File: src/rtl/mem_rd_arb.sv
// Round-robin arbiter sharing the single memory read port between pool, fc and conv.
// Owner IDs of accepted requests are queued so that in-order returns reach their client.
module mem_rd_arb #(
  parameter int NUM_REQ         = 3,
  parameter int ADDR_WIDTH      = 12,
  parameter int MAX_BYTES_TO_RD = 20,
  parameter int SIZE_W          = $clog2(MAX_BYTES_TO_RD + 1),
  parameter int MEM_DATA_BUS    = 128,
  parameter int MAX_OUTSTANDING = 4
) (
  input  logic                          clk,
  input  logic                          rst,
  input  logic [NUM_REQ-1:0]            cl_req,
  input  logic [NUM_REQ*ADDR_WIDTH-1:0] cl_addr,
  input  logic [NUM_REQ*SIZE_W-1:0]     cl_size,
  output logic [NUM_REQ-1:0]            cl_gnt,
  output logic [NUM_REQ-1:0]            cl_rd_valid,
  output logic [MEM_DATA_BUS-1:0]       cl_rd_data,
  output logic                          mem_req,
  output logic [ADDR_WIDTH-1:0]         mem_addr,
  output logic [SIZE_W-1:0]             mem_size,
  input  logic                          mem_gnt,
  input  logic                          mem_rd_valid,
  input  logic [MEM_DATA_BUS-1:0]       mem_rd_data,
  output logic                          arb_busy,
  output logic                          ret_err
);
  // state | meaning
  // IDLE  | picking a round-robin winner among cl_req
  // ISSUE | mem_req held with stable addr/size until mem_gnt
  typedef enum logic {IDLE = 1'b0, ISSUE = 1'b1} state_t;

  localparam int IDX_W = (NUM_REQ > 1) ? $clog2(NUM_REQ) : 1;
  localparam int PTR_W = (MAX_OUTSTANDING > 1) ? $clog2(MAX_OUTSTANDING) : 1;
  localparam int CNT_W = $clog2(MAX_OUTSTANDING + 1);
  localparam logic [IDX_W-1:0] LAST_IDX = IDX_W'(NUM_REQ - 1);
  localparam logic [IDX_W:0]   NREQ_W   = (IDX_W + 1)'(NUM_REQ);
  localparam logic [CNT_W-1:0] FULL_CNT = CNT_W'(MAX_OUTSTANDING);

  state_t                  state_q, state_d;
  logic [IDX_W-1:0]        rr_ptr_q, rr_ptr_d;
  logic [IDX_W-1:0]        owner_q, owner_d;
  logic [ADDR_WIDTH-1:0]   mem_addr_q, mem_addr_d;
  logic [SIZE_W-1:0]       mem_size_q, mem_size_d;
  logic [IDX_W-1:0]        fifo_q [MAX_OUTSTANDING];
  logic [IDX_W-1:0]        fifo_d [MAX_OUTSTANDING];
  logic [PTR_W-1:0]        wr_ptr_q, wr_ptr_d, rd_ptr_q, rd_ptr_d;
  logic [CNT_W-1:0]        fifo_count_q, fifo_count_d;
  logic                    ret_err_q, ret_err_d;

  logic                    grant_en, found, push, pop;
  logic [IDX_W-1:0]        win, cand;
  logic [IDX_W:0]          sum;
  logic [ADDR_WIDTH-1:0]   sel_addr;
  logic [SIZE_W-1:0]       sel_size;

  // Search upward from rr_ptr, wrapping modulo NUM_REQ.
  always_comb begin
    win      = rr_ptr_q;
    found    = 1'b0;
    sum      = '0;
    cand     = '0;
    sel_addr = '0;
    sel_size = '0;
    for (int i = 0; i < NUM_REQ; i++) begin
      sum = {1'b0, rr_ptr_q} + (IDX_W + 1)'(i);
      if (sum >= NREQ_W) sum = sum - NREQ_W;
      cand = sum[IDX_W-1:0];
      if (!found && cl_req[cand]) begin
        win   = cand;
        found = 1'b1;
      end
    end
    for (int i = 0; i < NUM_REQ; i++) begin
      if (win == IDX_W'(i)) begin
        sel_addr = cl_addr[i*ADDR_WIDTH +: ADDR_WIDTH];
        sel_size = cl_size[i*SIZE_W +: SIZE_W];
      end
    end
  end

  // Gated by rst so cl_gnt stays low while reset is held.
  assign grant_en = (state_q == IDLE) && found && (fifo_count_q < FULL_CNT) && !rst;
  assign push     = (state_q == ISSUE) && mem_gnt;
  assign pop      = mem_rd_valid && (fifo_count_q != '0);

  always_comb begin
    state_d    = state_q;
    rr_ptr_d   = rr_ptr_q;
    owner_d    = owner_q;
    mem_addr_d = mem_addr_q;
    mem_size_d = mem_size_q;
    cl_gnt     = '0;
    case (state_q)
      IDLE: begin
        if (grant_en) begin
          cl_gnt[win] = 1'b1;
          state_d     = ISSUE;
          owner_d     = win;
          mem_addr_d  = sel_addr;
          mem_size_d  = sel_size;
          rr_ptr_d    = (win == LAST_IDX) ? '0 : win + IDX_W'(1);
        end
      end
      ISSUE: begin
        if (mem_gnt) state_d = IDLE;
      end
      default: state_d = IDLE;
    endcase
  end

  always_comb begin
    fifo_d       = fifo_q;
    wr_ptr_d     = wr_ptr_q;
    rd_ptr_d     = rd_ptr_q;
    fifo_count_d = fifo_count_q;
    cl_rd_valid  = '0;
    if (push) begin
      fifo_d[wr_ptr_q] = owner_q;
      wr_ptr_d         = wr_ptr_q + PTR_W'(1);
    end
    if (pop) begin
      cl_rd_valid[fifo_q[rd_ptr_q]] = 1'b1;
      rd_ptr_d                      = rd_ptr_q + PTR_W'(1);
    end
    case ({push, pop})
      2'b10:   fifo_count_d = fifo_count_q + CNT_W'(1);
      2'b01:   fifo_count_d = fifo_count_q - CNT_W'(1);
      default: fifo_count_d = fifo_count_q;
    endcase
    ret_err_d = ret_err_q | (mem_rd_valid && (fifo_count_q == '0));
  end

  always_ff @(posedge clk or posedge rst) begin
    if (rst) begin
      state_q      <= IDLE;
      rr_ptr_q     <= '0;
      owner_q      <= '0;
      mem_addr_q   <= '0;
      mem_size_q   <= '0;
      wr_ptr_q     <= '0;
      rd_ptr_q     <= '0;
      fifo_count_q <= '0;
      ret_err_q    <= 1'b0;
      for (int i = 0; i < MAX_OUTSTANDING; i++) fifo_q[i] <= '0;
    end else begin
      state_q      <= state_d;
      rr_ptr_q     <= rr_ptr_d;
      owner_q      <= owner_d;
      mem_addr_q   <= mem_addr_d;
      mem_size_q   <= mem_size_d;
      wr_ptr_q     <= wr_ptr_d;
      rd_ptr_q     <= rd_ptr_d;
      fifo_count_q <= fifo_count_d;
      ret_err_q    <= ret_err_d;
      fifo_q       <= fifo_d;
    end
  end

  assign mem_req    = (state_q == ISSUE);
  assign mem_addr   = mem_addr_q;
  assign mem_size   = mem_size_q;
  assign cl_rd_data = mem_rd_data;
  assign arb_busy   = (state_q == ISSUE) || (fifo_count_q != '0);
  assign ret_err    = ret_err_q;

endmodule

File: config.mk
export PLATFORM = sky130hd
export DESIGN_NAME = mem_rd_arb
export DESIGN_NICKNAME = d
export VERILOG_FILES = /design/src/rtl/mem_rd_arb.sv
export SDC_FILE = /design/constraint.sdc
export NUM_CORES = 1
export LEC_CHECK = 0
export CAP_MARGIN = 20
export CORE_AREA = 2 2 131 133
export CTS_BUF_LIST = sky130_fd_sc_hd__clkbuf_4
export DETAILED_ROUTE_END_ITERATION = 7
export DIE_AREA = 0 0 133 135
export PLACE_DENSITY = 0.59
export SYNTH_ARGS = -nofsm -noshare
export SYNTH_HDL_FRONTEND = slang
export SYNTH_SLANG_ARGS = --single-unit
File: constraint.sdc
create_clock -name clk -period 2.4 [get_ports clk]
set_clock_uncertainty 0.15 [all_clocks]
set_input_delay 0.24 -clock clk [delete_from_list [all_inputs] [get_ports clk]]
set_output_delay 0.24 -clock clk [all_outputs]
set_load 0.03 [all_outputs]
* Word level (Yosys, flattened, before mapping) *
Index checks and enable logic that the tools add are counted.

cells by class
  $add $sub $neg = 10
  $lt $le $gt $ge = 14
  equality and inequality tests = 4
  mux-type cells = 39
  bitwise gates (word level) = 4
  reductions and logical operators = 20

operators by type and width
  operator                                                           count
  2-to-1 mux 12 bit                                                  3
  2-to-1 mux 2 bit                                                   10
  < comparator 2 x 3 -> 1 bit, second input constant                 5
  2-to-1 mux 5 bit                                                   3
  logical AND 1 bit                                                  11
  2-to-1 mux 1 bit                                                   10
  2-to-1 mux 3 bit                                                   3
  bitwise mux 8 bit                                                  1
  adder 2 x 1 -> 2 bit, second input constant                        3
  binary-select mux 1 bit (select 2 bit)                             3
  greater-or-equal comparator 3 x 2 -> 1 bit, second input constant  2
  greater-or-equal comparator 3 bit, second input constant           2
  inverter 2 -> 3 bit                                                2
  one-hot mux 3 bit (2 select lines)                                 1
  subtractor 2 bit, second input constant                            3
  binary-select mux 2 bit (select 2 bit)                             1
  demux 1 bit (select 2 bit)                                         2
  demux 2 bit (select 2 bit)                                         1
  equality test 2 x 1 -> 1 bit, second input constant                2
  equality test 2 bit, second input constant                         2
  greater-or-equal comparator 2 x 1 -> 1 bit, second input constant  2
  adder 2 x 1 -> 3 bit, second input constant                        1
  adder 2 x 2 -> 3 bit, second input constant                        1
  adder 3 x 1 -> 3 bit, second input constant                        1
  other kinds (14)                                                   16

storage, ports and cells
  bits in registers = 38
  input port bits = 186

* Depth between registers and ports, before layout *
Gate-level depths: netlist of the first run.

  depth in word-level cells = 17
  mapped depth = 11
  gate-level depth less buffers = 9

* Least setup slack after synthesis of the first run *
OpenSTA, ideal clock, no wires.

  path kind = reg-to-output
  start = register rr_ptr_q[0]
  end = output port cl_gnt[0]
  arrival = 2.383 ns
  setup slack = -0.373 ns
  stages on the path, launching flop included = 10
  cell sequence = dfrtp_1 > inv_1 > ha_1 > clkbuf_1 > or4_1 > a31o_1 > nand2_1 > buf_2 > nand2_1 > nor2_1

between the ends
  longest elaborated chain between the ends = 17
  elaborated cells between the ends (all ways) = 37
  those cells by class = add/sub: 5; order compare: 5; mux: 19; reduce/logical: 8

ends and longest elaborated chain
  element                                                                        line  text
  start: declaration                                                             41    logic [IDX_W-1:0] rr_ptr_q, rr_ptr_d;
  start signal: assignment                                                       148   rr_ptr_q <= rr_ptr_d;
  parallel branches: the longest is 15 deep, another holds adder 2 x 1 -> 3 bit  -
  2-to-1 mux 3 bit *                                                             96    if (grant_en) begin
  2-to-1 mux 3 bit *                                                             94    case (state_q)
  end: declaration                                                               16    output logic [NUM_REQ-1:0] cl_gnt,

Mark *: on every way between the ends. The select of a mux whose other input is x is not followed.

* Worst setup path after layout of the first run *
  start = register rr_ptr_q[1]
  end = output port cl_gnt[0]

The elaborated chain is that of the path after synthesis.

==> impl_metrics.py, run 1 <==
metrics = {
    "min_path": {
        "worstHoldPathType": "input pin to async pin",
    },
    "sta": {
        "final.setup.tns_ns": -4.97,
        "period_minus_slack_ns": 2.82,
        "setup_viol": 22,
        "hold_slack_ns": 0.150,
        "rsz0062_at_grt": "yes",
        "drv_slew": 0,
        "fin_ws_ns": -0.422,
        "max_clock_freq_mhz": 354,
        "timing.final.crit_share_pct": 118,
        "worst_slew_pin_slew_ns": 0.444,
        "hold_violations": 0,
        "maxSlewHeadroom_pct": 70.4,
    },
    "cts": {
        "clock-sinks": 38,
        "ctsRootBufferMaster": "clkbuf_4",
        "numCtsBuffers": 5,
        "cts_tree": "done",
        "hold_buffers": 0,
        "worst_skew_pair.late_latency_ns": 0.35,
        "clk_pin_slew_ns": 0.13,
        "htree_levels": 2,
        "cts_buffer_depth": 2,
    },
    "critical_path": {
        "endpoint_kind": "output pin",
        "r2r_slack_ns": -0.27,
        "rr_worst_depth": 10,
        "r2r-start": "rr_ptr_q[1]$_DFFE_PP0P_",
        "cp-startpoint": "rr_ptr_q[1]$_DFFE_PP0P_",
        "start_kind": "flop",
        "path_max_fanout": 4,
        "worstPathArrival_ns": 2.43,
        "required_ns": 2.01,
        "path_class": "flop to output pin",
    },
    "outcome": {
        "status": "finished, violations left",
        "failed_checks": "negative setup slack",
    },
    "flow_run": {
        "maxCapViolCount": 0,
    },
    "cells_and_area": {
        "fin_util_pct": 26.0,
        "layout.nets": 550,
        "multi_input_area_um2": 1520,
        "nFillCells": 1718,
        "drive_gt1_share_pct": 36.3,
        "syn_to_final_growth_pct": 30.9,
        "instances_no_fill": 575,
        "final_cell_area_um2": 4270,
        "antenna_cells": 0,
        "register_area_um2": 955,
    },
    "placement": {
        "place.gp.congestion": 0.771,
        "place_area_um2": 3810,
        "port_buffers": 83,
        "dp_worst_setup_slack_ns": -0.282,
        "dp_hpwl_mm": 7.53,
        "place_inst": 554,
    },
    "route": {
        "routed_via_density": 4.33,
        "first_iter_violations": 97,
        "routed_wl_mm": 9.51,
        "drcViolationCount": 0,
        "detail-route-antenna-nets": 0,
        "drtPass1Iterations": 4,
        "wire_per_inst_um": 16.5,
        "vias": 2489,
    },
    "power": {
        "seqPwrFrac_pct": 20.8,
        "p_clk_share_pct": 7.6,
        "pwr-share-comb_pct": 71.6,
        "power.leakage_nw": 1.65,
        "power_mw": 5.90,
        "sw_frac_of_total_pct": 44.7,
        "p_switching_mw": 2.64,
        "p_per_area_nw_per_um2": 1380,
        "peakVddDrop_mv": 0.494,
        "intPower_mw": 3.26,
    },
    "grt": {
        "gr-usage-all-layers_pct": 10.4,
        "grt_max_degree": 30,
        "antenna_found_initial": 0,
        "gr-total-overflow": 0,
        "grt_pass1_wl_mm": 14.5,
        "grt_pass1_vias": 2687,
    },
    "synthesis": {
        "syn_inst": 358,
        "yosysTopAreaCell": "buf_4",
        "syn_nets": 554,
        "ys.flop_type": "dfrtp_1",
        "synth.cell_area_um2": 3260,
        "synth_top_cell_area_share_pct": 29.9,
        "async_flop_share_pct": 100,
        "synthTopCellsByCount": "buf_4 (130), dfrtp_1 (38), nand2_1 (21)",
        "yosys_warnings": 0,
        "syn-mean-instance-area_um2": 9.11,
        "synth_area_leaders": "buf_4 (30%), dfrtp_1 (29%), ha_1 (3.5%)",
        "yosysMostFrequentCell": "buf_4",
        "yosysSeqAreaShare_pct": 29.1,
        "synth_edf_count": 0,
        "synth_seq_cells": 38,
        "ys_types": 44,
    },
    "die": {
        "dieHeight_um": 135,
        "die_w_um": 133,
        "rows": 47,
        "ios": 340,
        "core_area_um2": 16400,
        "dieArea_um2": 18000,
        "start_util_pct": 19.9,
    },
}
==> timing repair <==
action                     4_1_cts  5_1_grt
setup endpoints to repair       25       28
buffers inserted                11        3
pin swaps                       18       18
resized for setup               35       34
gates cloned                     0        1
==> critical path: stages (launching register included) <==
cell     delay [ns]
dfrtp_2        0.46
inv_2          0.07
ha_4           0.17
a22o_1         0.25
or4_1          0.48
a31o_1         0.22
nand2_2        0.10
nand2_2        0.08
nor2_4         0.12
buf_12         0.13
==> layout by cell type, fill, tap and decap left out, types with 8 or more instances in the layout <==
cell,count
clkdlybuf4s50_1,77
dfrtp_1,35
buf_4,29
nand2_1,17
nand3_1,15
buf_6,15
o221ai_2,10
mux2_2,9
o221a_1,9
buf_12,9
inv_1,8
nor4_1,8
==> state kept, by name (all words and copies together), names as in the netlist <==
name,flops
fifo_q,8
rr_ptr_q,2
fifo_count_q,3
rd_ptr_q,2
mem_req,1
ret_err,1
owner_q,2
wr_ptr_q,2
mem_size,5
mem_addr,12
==> path summary, 6_finish.rpt <==
| kind | to |
|---|---|
| worst min-delay path | rr_ptr_q[1]$_DFFE_PP0P_ |
| max in group asynchronous | rd_ptr_q[0]$_DFFE_PP0P_ |
| worst max register to register | mem_addr[7]$_DFFE_PP0P_ |
| worst max-delay path | cl_gnt[0] |
| min in group clk | cl_rd_data[105] |
| worst min register to register | ret_err$_DFF_PP0_ |
==> power groups by stage <==
stage | sequential, mW | combinational, mW | clock (mW)
2_1_floorplan | 1.46 | 2.30 | 0
3_3_place_gp | 1.22 | 3.45 | 0
3_5_place_dp | 1.23 | 3.54 | 0
4_1_cts | 1.23 | 3.92 | 0.469
5_1_grt | 1.28 | 4.52 | 0.506
6_report | 1.22 | 4.22 | 0.449
==> cell type report <==
class / instances / share of cell area (%)
clock inverters: 3 / 0.937
flip-flops and latches: 38 / 22.3
clock buffers: 5 / 0.879
multi-input cells: 164 / 35.5
inverters: 11 / 1.08
well taps: 220 / 6.44
repair buffers: 134 / 32.8
==> routing by layer <==
metal  share of wire (%)  up-vias  global-route usage, %
met5                   0        -                      0
met3                 9.2       36                   4.69
met1                  37     1204                   11.1
met2                  51      135                   18.3
li1                    -     1114                      -
met4                 2.3        0                   3.23
==> logic make-up (layout without fill, tap and decap cells) <==
| group | after synthesis | in the layout | synth area share [%] |
|---|---|---|---|
| adder cells (fa/ha/maj) | 10 | 10 | 4.06 |
| AND/OR/NAND/NOR | 79 | 79 | 12.2 |
| buffers and inverters | 156 | 153 | 33.6 |
| XOR/XNOR | 6 | 6 | 1.61 |
| flip-flops | 38 | 38 | 29.1 |
| multiplexers | 14 | 14 | 5.41 |
| AO/OA/AOI/OAI | 55 | 55 | 14.0 |
No activity file was read; power rests on OpenSTA's default activity.
==> inputs of run 2 (changes only) <==
--- a/config.mk
+++ b/config.mk
@@ -10,7 +10,7 @@
 export CTS_BUF_LIST = sky130_fd_sc_hd__clkbuf_4
 export DETAILED_ROUTE_END_ITERATION = 7
 export DIE_AREA = 0 0 133 135
-export PLACE_DENSITY = 0.59
+export PLACE_DENSITY = 0.57
 export SYNTH_ARGS = -nofsm -noshare
 export SYNTH_HDL_FRONTEND = slang
 export SYNTH_SLANG_ARGS = --single-unit
==> constraint.sdc (replaced) <==
create_clock -name clk -period 3.3 [get_ports clk]
set_clock_uncertainty 0.15 [all_clocks]
set_input_delay 0.33 -clock clk [delete_from_list [all_inputs] [get_ports clk]]
set_output_delay 0.33 -clock clk [all_outputs]
set_load 0.03 [all_outputs]
==> run 2 against run 1 <==
Net effect: the flow now finishes without violations; global-route usage about the same; utilization decreased by 4.5 points; count of clock-buffer cells in the layout did not move; die area is the same; setup slack improved by 0.57 ns; sequential cell count unchanged; power down 43%; largest cell class unchanged.
==> impl_metrics.py, run 2 (synthesis gave the netlist of run 1 again) <==
metrics = {
    "outcome": {
        "status": "finished, final reports clean",
    },
    "route": {
        "drtPass1Iterations": 5,
        "detail-route-antenna-nets": 0,
        "vias": 2373,
        "first_iter_violations": 90,
        "drcViolationCount": 0,
        "routed_via_density": 4.40,
        "wire_per_inst_um": 17.6,
        "routed_wl_mm": 9.46,
    },
    "critical_path": {
        "cp_slowest_cell": "or4_1",
        "r2r_end": "mem_addr[9]$_DFFE_PP0P_",
        "path_max_fanout": 11,
        "endpoint_kind": "output pin",
        "worstPathCellList": "inv_1 > ha_1 > a22o_1 > or4_1 > a31o_1 > nand2_1 > buf_6 > nor2_1 > buf_4 > buf_12",
        "r2r_slack_ns": 0.26,
        "rr_worst_depth": 9,
        "worstPathArrival_ns": 2.67,
        "start_kind": "flop",
        "r2r-start": "rr_ptr_q[1]$_DFFE_PP0P_",
        "path_class": "flop to output pin",
        "critPathMaxStageDelay_ns": 0.49,
        "required_ns": 2.82,
    },
    "power": {
        "power.leakage_nw": 1.36,
        "p_clk_share_pct": 7.3,
        "peakVddDrop_mv": 0.404,
        "p_per_area_nw_per_um2": 943,
        "pwr-share-comb_pct": 66.2,
        "seqPwrFrac_pct": 26.5,
        "intPower_mw": 1.73,
        "sw_frac_of_total_pct": 48.1,
        "power_mw": 3.34,
        "p_switching_mw": 1.60,
    },
    "min_path": {
        "worstHoldPathType": "input pin to async pin",
    },
    "grt": {
        "gr-usage-all-layers_pct": 10.3,
        "antenna_found_initial": 0,
        "grt_pass1_vias": 2530,
        "grt_pass1_wl_mm": 14.3,
        "grt_max_degree": 33,
        "gr-total-overflow": 0,
    },
    "cts": {
        "clock-sinks": 38,
        "htree_levels": 2,
        "cts_tree": "done",
        "numCtsBuffers": 5,
        "worst_skew_pair.late_latency_ns": 0.36,
        "hold_buffers": 0,
        "cts_buffer_depth": 2,
        "clk_pin_slew_ns": 0.11,
        "ctsRootBufferMaster": "clkbuf_4",
    },
    "cells_and_area": {
        "syn_to_final_growth_pct": 8.36,
        "antenna_cells": 0,
        "drive_gt1_share_pct": 15.0,
        "largest_reg_flops": 12,
        "register_area_um2": 952,
        "final_cell_mix": "clkdlybuf4s50_1 (80), dfrtp_1 (37), nand2_1 (21)",
        "multi_input_area_um2": 1250,
        "layout.nets": 514,
        "fin_util_pct": 21.6,
        "final_cell_area_um2": 3540,
        "final_common_cell": "clkdlybuf4s50_1",
        "nFillCells": 1764,
    },
    "sta": {
        "max_clock_freq_mhz": 318,
        "drv_slew": 0,
        "hold_violations": 0,
        "worst_slew_pin_slew_ns": 0.823,
        "setup_viol": 0,
        "period_minus_slack_ns": 3.15,
        "maxSlewHeadroom_pct": 45.2,
        "timing.final.crit_share_pct": 95.4,
    },
    "die": {
        "die_w_um": 133,
        "start_util_pct": 19.9,
        "dieHeight_um": 135,
        "rows": 47,
        "ios": 340,
        "dieArea_um2": 18000,
        "core_area_um2": 16400,
    },
    "flow_run": {
        "maxCapViolCount": 0,
    },
    "placement": {
        "place.gp.congestion": 0.908,
        "dp_hpwl_mm": 7.52,
        "place_area_um2": 3440,
        "port_buffers": 83,
    },
}
[run 2: cell count changes in the layout (fill, tap and decap cells not counted), sizes merged]
cell,delta
clkdlybuf4s50,+3
bufinv,-1
buf,-37
dlygate4sd2,-1
clkinvlp,+1
clkbuf,-1
[run 2: repair_timing]
item                       4_1_cts  5_1_grt
setup endpoints to repair        2        3
buffers inserted                 0        2
resized for setup                2        5
[run 2: layout make-up]
class                           instances  area share, %
Sequential cell                        38           26.9
Tap cell                              220           7.78
Timing Repair Buffer                   98           27.3
Clock inverter                          3          0.460
Inverter                               11           1.17
Multi-Input combinational cell        164           35.3
Clock buffer                            5           1.06
[run 2: worst max path at each step]
stage,start,slack [ns],endpoint,cells after the start
floorplan,rr_ptr_q[0]$_DFFE_PP0P_,0.44,cl_gnt[0],9
global placement,cl_req[2],0.25,mem_addr[9]$_DFFE_PP0P_,8
detailed placement,cl_req[2],0.19,mem_addr[9]$_DFFE_PP0P_,8
CTS,rr_ptr_q[0]$_DFFE_PP0P_,0.05,cl_gnt[0],10
global route,rr_ptr_q[1]$_DFFE_PP0P_,-0.01,cl_gnt[1],10
finish,rr_ptr_q[1]$_DFFE_PP0P_,0.15,cl_gnt[1],10
[run 2: power groups by stage]
| stage | combinational, mW | clock (mW) | sequential [mW] |
|---|---|---|---|
| finish | 2.21 | 0.245 | 0.883 |
| global route | 2.40 | 0.290 | 0.920 |
| CTS | 2.18 | 0.267 | 0.885 |
| detailed placement | 2.16 | 0 | 0.890 |
| global placement | 2.11 | 0 | 0.885 |
| floorplan | 1.51 | 0 | 1.05 |
[run 2: per-stage QoR]
stage                     hold slack (ns)  cells  TNS, ns  worst slack, ns
after floorplan                     0.287    358        0            0.437
after global placement              0.289    529        0            0.255
after detailed placement            0.294    529        0            0.187
after CTS                           0.137    537        0           0.0539
after global routing                0.180    539  -0.0112          -0.0112
final                               0.154    539        0            0.152
[run 2: layer usage]
metal / vias to the layer above / share of wire [%] / global-route usage [%] / wire length (µm)
met2: 169 / 48 / 17.4 / 4510
li1: 1039 / - / - / -
met1: 1112 / 37 / 10.7 / 3470
met3: 53 / 11 / 5.14 / 1080
met4: 0 / 4.2 / 5.20 / 402
met5: - / 0 / 0 / 0
[run 2: critical path: cells and delay by family, from the launching register on]
| family | cells | cell delay, ns |
|---|---|---|
| buffers and inverters | 4 | 0.52 |
| flip-flops | 1 | 0.42 |
| AO/OA/AOI/OAI | 2 | 0.47 |
| adder cells (fa/ha/maj) | 1 | 0.26 |
| AND/OR/NAND/NOR | 3 | 0.64 |
